## src/rtl/mdac_pkg.sv

```systemverilog
// mdac_pkg: shared state encoding and default sizing for the door-access pattern path.
package mdac_pkg;
  typedef enum logic [2:0] {IDLE, COLLECT, CHECK, UNLOCK, FAIL, LOCKOUT} state_t;
  localparam int N_DEF             = 4;
  localparam int UNLOCK_CYCLES_DEF = 8;
  localparam int MAX_FAILS_DEF     = 3;
  localparam int LOCK_CYCLES_DEF   = 16;
endpackage

```

## src/rtl/press_edge_detect.sv

```systemverilog
// press_edge_detect: one-cycle press strobe on each rising edge of the debounced btn_valid level.
module press_edge_detect (
  input  logic clk,
  input  logic rst_n,
  input  logic btn_valid_i,
  output logic press_o
);
  logic valid_q;
  always_ff @(posedge clk or negedge rst_n)
    if (!rst_n) valid_q <= 1'b0;
    else        valid_q <= btn_valid_i;
  assign press_o = btn_valid_i & ~valid_q;
endmodule

```

## src/rtl/pattern_entry_fsm.sv

```systemverilog
// pattern_entry_fsm: collects serial key presses, samples the comparator and sequences unlock/error.
// Consecutive-failure lockout is built only when MDAC_LOCKOUT_EN is defined.
module pattern_entry_fsm
  import mdac_pkg::*;
#(
  parameter int N             = N_DEF,
  parameter int UNLOCK_CYCLES = UNLOCK_CYCLES_DEF
`ifdef MDAC_LOCKOUT_EN
  ,
  parameter int MAX_FAILS     = MAX_FAILS_DEF,
  parameter int LOCK_CYCLES   = LOCK_CYCLES_DEF
`endif
) (
  input  logic                   clk,
  input  logic                   rst_n,
  input  logic                   btn_valid,
  input  logic                   btn_bit,
  input  logic                   clear,
  input  logic                   match,
  output logic [N-1:0]           entered,
  output logic [$clog2(N+1)-1:0] count,
  output logic                   check,
  output logic                   unlock,
  output logic                   error,
  output logic                   locked
);
  localparam int CW = $clog2(N+1);
`ifdef MDAC_LOCKOUT_EN
  localparam int TMAX = (UNLOCK_CYCLES > LOCK_CYCLES) ? UNLOCK_CYCLES : LOCK_CYCLES;
  localparam int FW   = $clog2(MAX_FAILS+1);
`else
  localparam int TMAX = UNLOCK_CYCLES;
`endif
  localparam int TW = $clog2(TMAX+1);

  state_t          state_q, state_d;
  logic [N-1:0]    entered_q, entered_d;
  logic [CW-1:0]   count_q, count_d;
  logic [TW-1:0]   timer_q, timer_d;
  logic            press;
`ifdef MDAC_LOCKOUT_EN
  logic [FW-1:0]   fail_q, fail_d;
`endif

  press_edge_detect u_edge (
    .clk         (clk),
    .rst_n       (rst_n),
    .btn_valid_i (btn_valid),
    .press_o     (press)
  );

  always_ff @(posedge clk or negedge rst_n)
    if (!rst_n) begin
      state_q   <= IDLE;
      entered_q <= '0;
      count_q   <= '0;
      timer_q   <= '0;
`ifdef MDAC_LOCKOUT_EN
      fail_q    <= '0;
`endif
    end else begin
      state_q   <= state_d;
      entered_q <= entered_d;
      count_q   <= count_d;
      timer_q   <= timer_d;
`ifdef MDAC_LOCKOUT_EN
      fail_q    <= fail_d;
`endif
    end

  // Timers are loaded with length-1 on entry so the state lasts exactly the programmed cycles.
  always_comb begin
    state_d   = state_q;
    entered_d = entered_q;
    count_d   = count_q;
    timer_d   = timer_q;
`ifdef MDAC_LOCKOUT_EN
    fail_d    = fail_q;
`endif
    case (state_q)
      IDLE, COLLECT: begin
        if (clear) begin
          entered_d = '0;
          count_d   = '0;
          state_d   = IDLE;
        end else if (press) begin
          entered_d = {entered_q[N-2:0], btn_bit};
          count_d   = count_q + CW'(1);
          state_d   = (count_q == CW'(N-1)) ? CHECK : COLLECT;
        end
      end
      CHECK: begin
        state_d = match ? UNLOCK : FAIL;
        timer_d = TW'(UNLOCK_CYCLES-1);
`ifdef MDAC_LOCKOUT_EN
        fail_d  = match ? '0 : fail_q;
`endif
      end
      UNLOCK: begin
        state_d   = (timer_q == '0) ? IDLE : UNLOCK;
        timer_d   = (timer_q == '0) ? timer_q : timer_q - TW'(1);
        entered_d = (timer_q == '0) ? '0 : entered_q;
        count_d   = (timer_q == '0) ? '0 : count_q;
      end
      FAIL: begin
        entered_d = '0;
        count_d   = '0;
`ifdef MDAC_LOCKOUT_EN
        fail_d    = fail_q + FW'(1);
        state_d   = (fail_d == FW'(MAX_FAILS)) ? LOCKOUT : IDLE;
        timer_d   = TW'(LOCK_CYCLES-1);
`else
        state_d   = IDLE;
`endif
      end
`ifdef MDAC_LOCKOUT_EN
      LOCKOUT: begin
        state_d = (timer_q == '0) ? IDLE : LOCKOUT;
        timer_d = (timer_q == '0) ? timer_q : timer_q - TW'(1);
        fail_d  = (timer_q == '0) ? '0 : fail_q;
      end
`endif
      default: state_d = IDLE;
    endcase
  end

  assign entered = entered_q;
  assign count   = count_q;
  assign check   = (state_q == CHECK);
  assign unlock  = (state_q == UNLOCK);
  assign error   = (state_q == FAIL);
`ifdef MDAC_LOCKOUT_EN
  assign locked  = (state_q == LOCKOUT);
`else
  assign locked  = 1'b0;
`endif
endmodule

```

## config.mk

```make
export PLATFORM = sky130hd
export DESIGN_NAME = pattern_entry_fsm
export DESIGN_NICKNAME = d
export VERILOG_FILES = /design/src/rtl/mdac_pkg.sv /design/src/rtl/press_edge_detect.sv /design/src/rtl/pattern_entry_fsm.sv
export SDC_FILE = /design/constraint.sdc
export NUM_CORES = 1
export LEC_CHECK = 0
export CELL_PAD_IN_SITES_DETAIL_PLACEMENT = 0
export CELL_PAD_IN_SITES_GLOBAL_PLACEMENT = 1
export CORE_MARGIN = 3
export CORE_UTILIZATION = 40
export DETAILED_ROUTE_END_ITERATION = 16
export PLACE_DENSITY = 0.82
export RECOVER_POWER = 25
export SETUP_SLACK_MARGIN = 0.02
export SLEW_MARGIN = 0
export SYNTH_ARGS = -nofsm -noshare
export SYNTH_HDL_FRONTEND = slang
export SYNTH_SLANG_ARGS = --single-unit
```

## constraint.sdc

```tcl
create_clock -name clk -period 3.9 [get_ports clk]
set_input_delay 1.17 -clock clk [delete_from_list [all_inputs] [get_ports clk]]
set_output_delay 1.17 -clock clk [all_outputs]
set_load 0.01 [all_outputs]
```

After elaboration in Yosys (flattened, before gate mapping)
Cells that the tools add are included.
- input port bits: 6
- output and inout port bits: 11
- register bits: 15
- word-level logic and storage cells: 40
- bitwise operators: 2
- reduce and logical (&&, ||, !) cells: 7
- add/subtract/negate cells: 2
- equality and inequality tests: 8
- multiplexer cells: 16
- operators by type and width (kind ; count):
    $mux W3 ; 6
    $pmux W3 S3 ; 2
    $mux W4 ; 4
    $pmux W4 S3 ; 1
    $eq A3 B2 Y1 const B ; 3
    $pmux W4 S2 ; 1
    $logic_not A4 Y1 ; 1
    $mux W2 ; 2
    $sub A4 B1 Y4 const B ; 1
    $add A3 B1 Y3 const B ; 1
    $eq A3 B1 Y1 const B ; 1
    $eq A3 B3 Y1 const B ; 1
    $logic_not A3 Y1 ; 1
    $ne A3 B3 Y1 const B ; 1
    $reduce_and A3 Y1 ; 1
    $reduce_bool A3 Y1 ; 1
    $ne A2 B1 Y1 const B ; 1
    $ne A2 B2 Y1 const B ; 1
    $reduce_and A2 Y1 ; 1
    $reduce_bool A2 Y1 ; 1
    $reduce_or A2 Y1 ; 1
    $and A1 B1 Y1 ; 1
    $not A1 Y1 ; 1

Logic depth before layout (Yosys ltp)
- word-level depth: 5
- gate-level depth with buffers: 6

Hierarchy
A second synthesis with hierarchy kept.
- cells, all modules: 70
- area total of the unflattened synthesis: 818.3 sq um
- modules (own cells, without submodules) (module ; cells an instance ; times used ; area an instance (sq um)):
    pattern_entry_fsm ; 68 ; 1 ; 779.5
    press_edge_detect ; 2 ; 1 ; 38.8

Worst setup path before layout
Ideal clock, no wire load.
- kind: register to output
- from: reg state_q[2]
- to: out error
- slack: 1.783 ns
- data arrival time: 0.947 ns
- data required time: 2.730 ns
- cell stages (with the launch flop): 3
- cells stage by stage: dfrtp_1 buf_4 nor3b_1
- word-level cells in the longest chain between the ends: 1
- RTL lines (what ; RTL line ; RTL):
    start, declared ; pattern_entry_fsm.sv:36 ; state_t state_q, state_d;
    start signal, assigned ; pattern_entry_fsm.sv:62 ; state_q <= state_d;
    $eq A3 B3 Y1 ; pattern_entry_fsm.sv:131 ; assign error = (state_q == FAIL);
    end, declared ; pattern_entry_fsm.sv:24 ; output logic error,
Every way passes these cells.

Final worst setup path
- from: reg state_q[2]
- to: out check
- word-level cells in the longest chain between the ends: 1
- RTL lines (what ; RTL line ; RTL):
    $eq A3 B2 Y1 ; pattern_entry_fsm.sv:129 ; assign check = (state_q == CHECK);
    end, declared ; pattern_entry_fsm.sv:22 ; output logic check,
Every way passes these cells.

==> run metrics <==
largest net degree at the start of global routing=16; peak supply drop=0.274 mV; largest area contributor in the netlist=dfrtp_1; Power Total=571 µW; WL final=1540 µm; Critical Path Start Type=flop; Place WS=1.16 ns; max-slew headroom at the worst pin=0.530; CTS buffer count=3; Hold Crit Class=reg2reg; Post-Syn Area=822 µm²; count leader, synth=dfrtp_1; Synth top cells by count=15 x dfrtp_1, 11 x inv_1, 7 x mux2i_1; hpwl dp=1150 µm; Leak=0.447 nW; status=finished clean; final hold violations=0; gp weighted congestion=0.708; max-capacitance violation count=0; Core ar.=0.00184 mm²; register area share after synthesis=0.457; clock transition at the registers of the reported paths=0.10 ns; Syn Area/Cell=10.5 µm²; Post-synth ARST share=1.00; Syn Nets=87; die footprint=0.00264 mm²; Netlist cell types=31; fin. max-slew vios=0; Clock Path Buffers=2; Synth area leaders=dfrtp_1 46%, mux2i_1 8.5%, inv_1 5.0%; Top-Level Pins=17; postcts setup bufs=0; TritonRoute pass-1 iters=4; initial drt markers=6; Worst Path Required=2.73 ns; root buf cell=clkbuf_4; power per standard cell area=573 mW/mm²; Worst Max-Slew Pin Slew=0.703 ns; via density per instance=5.02; H-tree depth=1; critical path fanouts, max=9; ANT nets after route=0; fin crit share=0.780; number of clock sinks=15; RSZ-0062 raised after global routing=false; row count=15; drc violations=0; initial antenna violation count=0; synthesis-to-finish area growth=21.2%; Die X=51.3 µm; critical path data arrival time=1.87 ns; WL/cell=12.9 µm; synth warn=0; number of diodes=0; worst setup path class=reg2out; Placed Instances=115; min Tclk post-route=3.04 ns; Initial Utilization=0.447; Max Freq=329 MHz; CTS tree=built; vias in the first global route=656; ratio of cells with drive above 1 in the final layout=0.0851; DR vias=597; PortBufs=15; final setup fails=0; hold buffers post-CTS=0; die height=51.3 µm; cells after synthesis=78; post-CTS sizing=0; commonest register cell after synthesis=dfrtp_1; Post-synth EDFFs=0; remaining global-route overflow=0; Skew-Pair Late Insertion Delay=0.28 ns; fin cells=119; Setup TNS=0 ns; first-pass GRT wire length=2930 µm; Critical Path End Type=output pin; Final Instance Area=996 µm²; area share of the largest cell type after synthesis=0.457; worst clock skew=0.00649 ns; placed inst area=977 µm²; Global Route Usage Sum=0.149; fin nets=104; count of state elements after synthesis=15; Final WS setup=0.857 ns
-- per-stage QoR --
| step | hold slack (ns) | util |
|---|---|---|
| 2_1_floorplan | 0.466 | - |
| 3_3_place_gp | 0.495 | 0.531 |
| 3_5_place_dp | 0.498 | 0.531 |
| 4_1_cts | 0.517 | 0.546 |
| 5_1_grt | 0.559 | 0.541 |
| 6_report | 0.526 | 0.541 |
-- area by class of cell --
class	instances	area [µm²]
Fill cell	185	843
Sequential cell	15	375
Multi-Input combinational cell	49	370
Timing Repair Buffer	15	150
Inverter	11	41.3
Tap cell	25	31.3
Clock buffer	3	22.5
Clock inverter	1	5.00
-- power breakdown --
part	switching, mW	total [mW]	internal, mW	leakage [nW]
Sequential	0.0468	0.251	0.204	0.192
Combinational	0.106	0.230	0.124	0.237
Clock	0.0525	0.0906	0.0381	0.0177
-- registers in the layout (all words and copies together) (netlist names) --
register        count
count               3
u_edge.valid_q      1
state_q             3
entered             4
timer_q             4
-- routing by layer --
metal / share of wire / GRT usage / vias to the layer above
li1: - / - / 297
met1: 0.47 / 0.192 / 291
met2: 0.49 / 0.238 / 9
met3: 0.037 / 0.0408 / 0
met4: 0 / 0.0524 / 0
met5: 0 / 0 / -
-- critical path: stages (launching register included) --
cell             delay, ns
dfrtp_1               0.47
nor3b_2               0.48
clkdlybuf4s50_1       0.64
-- path summary, 6_finish.rpt --
check	cells past startpoint	start	slack [ns]	endpoint
max	2	state_q[2]	0.86	check
min	1	timer_q[0]	0.53	timer_q[0]
max reg2reg	6	timer_q[0]	2.11	entered[2]
min reg2reg	1	timer_q[0]	0.53	timer_q[0]
max in group asynchronous	1	rst_n	2.09	u_edge.valid_q
min in group asynchronous	1	rst_n	1.36	count[1]
-- cell usage in the layout (no fill, tap or decap), drive strengths merged, types with 2 or more instances in the layout --
cell	instances
or2	2
dfrtp	15
inv	11
a221oi	2
nor2b	2
o31a	2
mux2i	7
dlygate4sd3	3
ha	3
clkbuf	3
nor2	4
nor3b	2
clkdlybuf4s50	12
nand2	6
a21oi	2
nor3	4
o31ai	2
a31oi	2
-- logic make-up (layout without fill, tap and decap cells) --
family | Yosys count | in the layout | share of synthesized area
xor gates and xnor gates | 1 | 1 | 0.0107
muxes | 7 | 7 | 0.0852
and+or+nand+nor | 24 | 24 | 0.175
buffers and inverters | 14 | 30 | 0.0822
AOI/OAI and AO/OA | 13 | 13 | 0.140
other | 1 | 1 | 0.00456
adders and majority gates | 3 | 3 | 0.0457
DFF | 15 | 15 | 0.457
No activity file was read; power rests on OpenSTA's default activity.
